`config.mk`:
```
export PLATFORM = sky130hd
export DESIGN_NAME = if_fetch_unit
export DESIGN_NICKNAME = d
export VERILOG_FILES = /design/src/rtl/if_fetch_unit.sv
export SDC_FILE = /design/constraint.sdc
export NUM_CORES = 1
export LEC_CHECK = 0
export ABC_AREA = 1
export CELL_PAD_IN_SITES_DETAIL_PLACEMENT = 2
export CELL_PAD_IN_SITES_GLOBAL_PLACEMENT = 2
export CORE_AREA = 2 2 165 167
export CTS_BUF_LIST = sky130_fd_sc_hd__clkbuf_4
export CTS_CLUSTER_DIAMETER = 40
export DETAILED_ROUTE_END_ITERATION = 8
export DIE_AREA = 0 0 167 169
export GPL_ROUTABILITY_DRIVEN = 0
export PLACE_DENSITY = 0.88
export SLEW_MARGIN = 20
export SYNTH_ARGS = -nofsm -noshare
export SYNTH_HDL_FRONTEND = slang
export SYNTH_SLANG_ARGS = --single-unit
```
`constraint.sdc`:
```
create_clock -name clk -period 6.6 [get_ports clk]
set_clock_uncertainty 0.15 [all_clocks]
set_input_delay 1.98 -clock clk [delete_from_list [all_inputs] [get_ports clk]]
set_output_delay 1.98 -clock clk [all_outputs]
set_load 0.005 [all_outputs]
```
`src/rtl/if_fetch_unit.sv`:
```
// ---------------------------------------------------------------------------
// if_fetch_unit
//
// Instruction fetch stage. Owns the program counter, issues word fetches to
// instruction memory, buffers returned words in a small FIFO and presents one
// instruction per cycle to the instruction register. Branch/jump redirects
// clear the buffer and discard any fetch still in flight.
//
// Parameters
//   RESET_PC   PC loaded on reset
//   BUF_DEPTH  FIFO entries and also the cap on in-flight requests
//              (power of two, 2..8)
//
// Ports
//   clk, rst_if_n          clock; asynchronous active-low reset
//   stall                  downstream hold, head instruction is not consumed
//   redirect, redirect_pc  taken branch/jump and its target
//   imem_req, imem_addr    fetch request and word address (= PC)
//   imem_gnt               memory accepted the request this cycle
//   imem_rvalid, imem_rdata  in-order response and its instruction word
//   inst_out, pc_out       instruction and its PC for the instruction register
//   inst_valid             inst_out carries a real fetched instruction
//   misalign_err           sticky: some redirect target had bits [1:0] != 0
//   fsm_state              debug view of the FSM (0 = FETCH, 1 = FLUSH)
//
// Build option
//   IF_BYPASS_EN  when defined, a response arriving while the FIFO is empty
//                 (and not flushing) is presented on inst_out in the same
//                 cycle; it is only written into the FIFO if stalled.
//
// Memory handshake: a request is transferred on a cycle where imem_req and
// imem_gnt are both high; imem_req/imem_addr are held until that happens.
// Every transferred request produces exactly one imem_rvalid pulse later,
// in request order, with no back-pressure on the response side.
// ---------------------------------------------------------------------------
module if_fetch_unit #(
  parameter logic [31:0] RESET_PC  = 32'h0000_0000,
  parameter int          BUF_DEPTH = 2
) (
  input  logic        clk,
  input  logic        rst_if_n,
  input  logic        stall,
  input  logic        redirect,
  input  logic [31:0] redirect_pc,
  output logic        imem_req,
  output logic [31:0] imem_addr,
  input  logic        imem_gnt,
  input  logic        imem_rvalid,
  input  logic [31:0] imem_rdata,
  output logic [31:0] inst_out,
  output logic [31:0] pc_out,
  output logic        inst_valid,
  output logic        misalign_err,
  output logic        fsm_state
);

  localparam int          PW      = $clog2(BUF_DEPTH);
  localparam int          CW      = PW + 1;
  localparam logic [CW:0] DEPTH_W = (CW + 1)'(BUF_DEPTH);
  localparam logic [31:0] NOP     = 32'h0000_0013;

  typedef enum logic {
    FETCH = 1'b0,
    FLUSH = 1'b1
  } state_t;

  state_t        state_q, state_d;
  logic          run_q;
  logic [31:0]   pc_q;
  logic          misalign_q;
  logic [CW-1:0] outstanding_q, outstanding_d;
  logic [CW-1:0] fifo_count_q;
  logic [PW-1:0] rd_ptr_q, wr_ptr_q;
  logic [31:0]   fifo_inst [BUF_DEPTH];
  logic [31:0]   fifo_pc   [BUF_DEPTH];

  logic          fifo_empty;
  logic          rsp_ok;
  logic [31:0]   rsp_pc;
  logic          bypass;
  logic          push;
  logic          pop;
  logic          grant;
  logic          room;

  assign fifo_empty = (fifo_count_q == '0);

  // A response with nothing in flight belongs to a request from before a
  // reset; it is dropped entirely.
  assign rsp_ok = imem_rvalid && (outstanding_q != '0);

  // Outside FLUSH, everything in flight was issued back to back ending at
  // pc_q - 4, so the oldest one (the one responding now) is at
  // pc_q - 4*outstanding. This replaces a separate queue of request PCs.
  assign rsp_pc = pc_q - {{(30 - CW){1'b0}}, outstanding_q, 2'b00};

`ifdef IF_BYPASS_EN
  assign bypass = fifo_empty && rsp_ok && (state_q == FETCH) && !redirect;
`else
  assign bypass = 1'b0;
`endif

  // A bypassed word that is consumed straight away never enters the FIFO.
  assign push = rsp_ok && (state_q == FETCH) && !redirect && !(bypass && !stall);
  assign pop  = !fifo_empty && !stall && !redirect;

  // Buffered words plus in-flight requests never exceed BUF_DEPTH. The head
  // leaving this cycle frees a slot early, which is what lets a zero-wait
  // memory sustain one fetch per cycle with only two entries.
  assign room     = ({1'b0, fifo_count_q} + {1'b0, outstanding_q}) < DEPTH_W;
  assign imem_req = run_q && (state_q == FETCH) && !redirect &&
                    (room || (!fifo_empty && !stall));
  assign grant    = imem_req && imem_gnt;

  assign outstanding_d = outstanding_q + {{(CW - 1){1'b0}}, grant}
                                       - {{(CW - 1){1'b0}}, rsp_ok};

  assign imem_addr    = pc_q;
  assign misalign_err = misalign_q;
  assign fsm_state    = (state_q == FLUSH);

  // FSM: FLUSH waits out requests issued before a redirect.
  always_ff @(posedge clk or negedge rst_if_n) begin
    if (!rst_if_n) begin
      state_q <= FETCH;
    end else begin
      state_q <= state_d;
    end
  end

  always_comb begin
    state_d = state_q;
    case (state_q)
      FETCH: if (redirect && (outstanding_d != '0)) state_d = FLUSH;
      FLUSH: if (outstanding_d == '0) state_d = FETCH;
      default: state_d = FETCH;
    endcase
  end

  // PC, counters and FIFO pointers. Redirect wins over push and pop.
  always_ff @(posedge clk or negedge rst_if_n) begin
    if (!rst_if_n) begin
      run_q         <= 1'b0;
      pc_q          <= RESET_PC;
      misalign_q    <= 1'b0;
      outstanding_q <= '0;
      fifo_count_q  <= '0;
      rd_ptr_q      <= '0;
      wr_ptr_q      <= '0;
    end else begin
      run_q         <= 1'b1;
      outstanding_q <= outstanding_d;
      if (redirect) begin
        pc_q         <= {redirect_pc[31:2], 2'b00};
        rd_ptr_q     <= '0;
        wr_ptr_q     <= '0;
        fifo_count_q <= '0;
        if (redirect_pc[1:0] != 2'b00) misalign_q <= 1'b1;
      end else begin
        if (grant) pc_q     <= pc_q + 32'd4;
        if (push)  wr_ptr_q <= wr_ptr_q + PW'(1);
        if (pop)   rd_ptr_q <= rd_ptr_q + PW'(1);
        fifo_count_q <= fifo_count_q + {{(CW - 1){1'b0}}, push}
                                     - {{(CW - 1){1'b0}}, pop};
      end
    end
  end

  // FIFO storage; contents are qualified by fifo_count_q, so no reset.
  always_ff @(posedge clk) begin
    if (push) begin
      fifo_inst[wr_ptr_q] <= imem_rdata;
      fifo_pc[wr_ptr_q]   <= rsp_pc;
    end
  end

  always_comb begin
    inst_out   = NOP;
    pc_out     = pc_q;
    inst_valid = 1'b0;
    if (!fifo_empty) begin
      inst_out   = fifo_inst[rd_ptr_q];
      pc_out     = fifo_pc[rd_ptr_q];
      inst_valid = 1'b1;
    end else if (bypass) begin
      inst_out   = imem_rdata;
      pc_out     = rsp_pc;
      inst_valid = 1'b1;
    end
  end

endmodule

```
==> metrics.md <==
| Metric | Value |
|---|---|
| Status | finished, final reports clean |
| Root buf cell | clkbuf_4 |
| Cell Chain, Critical Path | clkdlybuf4s50_1 -> or2_4 -> nor2_4 -> nand2_1 -> inv_1 -> clkdlybuf4s50_1 |
| Setup CP Type | in -> out |
| H-tree lvl count | 4 |
| Final net count | 1153 |
| DP HPWL | 20400 um |
| Slew Limit Fails | 0 |
| Post-synthesis cell area | approximately 8400 um^2 |
| Commonest cells in the netlist | nand2_1, nor2_1, edfxtp_1 |
| Post-CTS Repair Setup Buffers | 0 |
| Crit. Startpoint | redirect |
| Met3 usage | under 10% |
| Leak Pwr | around 4.1 nW |
| Largest family of logic cells by synthesized area | simple AND/OR/NAND/NOR gates |
| Final setup viols | 0 |
| Number of global-route vias before repair | roughly 7.9k |
| Setup TNS | 0 ns |
| Resized cells post-CTS | 0 |
| Worst slew pin tran | about 1.0 ns |
| Core area | 26500 um^2 |
| CTS tree | yes |
| Compound-cell area share of the yosys netlist | roughly 9.0% |
| Crit-path most repeated cell | clkdlybuf4s50_1 |
| Mux contribution to synthesized area | 0% |
| PortBufs | roughly 170 |
| Final wirelength | around 29000 um |
| Startpoint Class | input port |
| Top achievable clock speed | roughly 170 MHz |
| Worst VDD drop | approximately 0.12 mV |
| Yosys top cell area share | 44.5% |
| CP delay by family, top | buffers and inverters |
| Unrepaired setup endpoints after global routing | no |
| Power Total | about 3.2 mW |
| Total number of vias | approximately 7.1k |
| DP Area | between 10000 and 15000 um^2 |
| DRC violations left | 0 |
| Mapped Avg Cell Area | ~9 um^2 |
| Worst Hold Class | reg -> reg |
| Worst-path clk slew | roughly 0.15 ns |
| FF-to-FF Start | outstanding_q[0]$_DFF_PN0_ |
| Worst Path Required | approximately 4.5 ns |
| Num CTS Buffers | 17 |
| Highest-delay cell along the critical path | clkdlybuf4s50_1 |
| Syn-to-layout area delta | 26.2% |
| Initial antenna violation count | 1 |
| WP buf/inv | 3 |
| Pwr/cell area | a little over 300 nW/um^2 |
| Yosys cell types | 40 |
| Starting DRT DRC Count | 420 |
| Hold Path Origin | misalign_err$_DFFE_PN0P_ |
| Global-route wire length before repair | between 40000 and 50000 um |
| Synth Area in XOR/XNOR | 3.56% |
| Layout cells sized above 1 | about 7.0% |
| Tot GR Track Use | 20.5% |
| Final Cell Area | ~11000 um^2 |
| Die Width | between 150 and 200 um |
| CP Capture Type | output port |
| Syn Inst Count | between 900 and 1k |
| Max Cap Viol | 0 |
| Die Y | between 150 and 200 um |
| Worst hold slack | around 0.35 ns |
| Clk sinks | about 160 |
| Ys Warns | 0 |
| Final period utilization | around 87% |
| Leading area contributor after synthesis | edfxtp_1 |
| Total gr overflow | 0 |
| Routed len/inst | approximately 20 um |
| Largest net degree at the start of global routing | 68 |
| Seq/Total Area, Yosys | between 50% and 60% |
| Top cells by area, synth | edfxtp_1, nand2_1, dfrtp_1, nor2_1, a21oi_1 |
| Maximum root-to-sink buffer count | 2 |
| Fin. Hold Viols | 0 |
| Adder-Cell Fraction of Synth Area | between 1.5 and 2% |
| Top fanout value on the critical path | 8 |
| Top Ports | 170 |
| First-pass iteration count of the detailed router | 5 |
| Met2 Track Usage GR | a little over a third |
| Die ar. | about 28000 um^2 |
| #FFs+latches synth | between 150 and 200 |
| Worst skew pair latency | approximately 0.6 ns |
| GR peak layer | met2 |
| Rows | 60 |
| Worst slew margin | ~33% |
| Final worst path period need | roughly 5.7 ns |
| ANT nets after route | 0 |
| Post-synth ARST share | between 20% and 30% |
| EDFF count, synth | 124 |
| Simple-gate share of the synthesized area | between 20% and 30% |
| Data arrival, critical path | ~3.6 ns |
| Met1 Track Usage GR | between 20% and 30% |
| Post-cts hold buffer count | 0 |
| Worst path max stage delay | around 0.56 ns |
| Top-count cell post-synth | nand2_1 |
| Via density | between 4 and 5 |
| Initial Util | between 30% and 40% |
| Top_reg_cell synth | edfxtp_1 |
placed cells by master, fill, tap and decap left out, drive strengths merged, types with 9 or more instances in the layout:
cell type	count
nand2	276
clkdlybuf4s50	164
nor2	137
edfxtp	124
a21oi	79
inv	63
nand3	48
dfrtp	39
xor2	29
a22oi	24
o21ai	18
clkbuf	17
nor3	11
buf	9
stage by stage:
step	instances	util, %	setup WS (ns)
5_1_grt	1429	39.8	0.789
6_report	1429	39.8	0.865
4_1_cts	1428	39.8	0.854
3_3_place_gp	1396	38.7	0.948
2_1_floorplan	935	-	0.694
3_5_place_dp	1396	38.7	0.855
metal layers:
metal | part of all wire (%) | vias up
met5 | 0 | -
li1 | - | 3362
met2 | 50 | 171
met4 | 1.9 | 0
met3 | 3.8 | 28
met1 | 45 | 3580
area by class of cell:
type,count,area [um^2]
inverter,56,210
sequential,163,4700
tap,341,427
clock buffer,17,128
clock inverter,15,169
multi-input combinational,663,3220
timing repair buffer,173,1710
fill,2960,15900
antenna,1,2.50
state kept, by name, indices dropped and copies added (netlist names):
name           flops
fifo_inst         64
outstanding_q      2
misalign_err       1
fifo_count_q       2
fsm_state          1
run_q              1
rd_ptr_q           1
imem_addr         30
fifo_pc           60
wr_ptr_q           1
power breakdown:
part | switching (mW) | total (mW) | internal (mW)
registers | 0.127 | 1.37 | 1.24
logic | 0.669 | 1.20 | 0.528
clock network | 0.400 | 0.635 | 0.235
total | 1.20 | 3.20 | 2.01
path summary, 6_finish.rpt:
check	slack, ns	depth (start not counted)	end
min	0.35	1	misalign_err$_DFFE_PN0P_
min reg2reg	0.35	1	misalign_err$_DFFE_PN0P_
max reg2reg	3.50	13	fsm_state$_DFF_PN0_
max	0.86	6	imem_req
min in group asynchronous	1.30	2	imem_addr[26]$_DFFE_PN0N_
max in group asynchronous	4.55	2	rd_ptr_q$_DFFE_PN0P_
worst register-to-register path, cell delays in order (launching register included):
cell and delay, ns:
dfrtp_1 0.48, nand2_1 0.09, inv_1 0.05, fa_1 0.45
o21ai_2 0.20, nand3_2 0.09, buf_4 0.27, ha_1 0.34
inv_1 0.05, ha_1 0.20, xnor2_1 0.19, xor2_1 0.28
o21ai_0 0.14, inv_1 0.07
cell families after synthesis:
family | Yosys count
AND/OR/NAND/NOR | 486
flip-flops | 163
adder cells (fa/ha/maj) | 9
AO/OA/AOI/OAI | 129
other | 2
XOR/XNOR | 34
buffers and inverters | 109
Note: power is estimated with default switching activity, not from simulation.
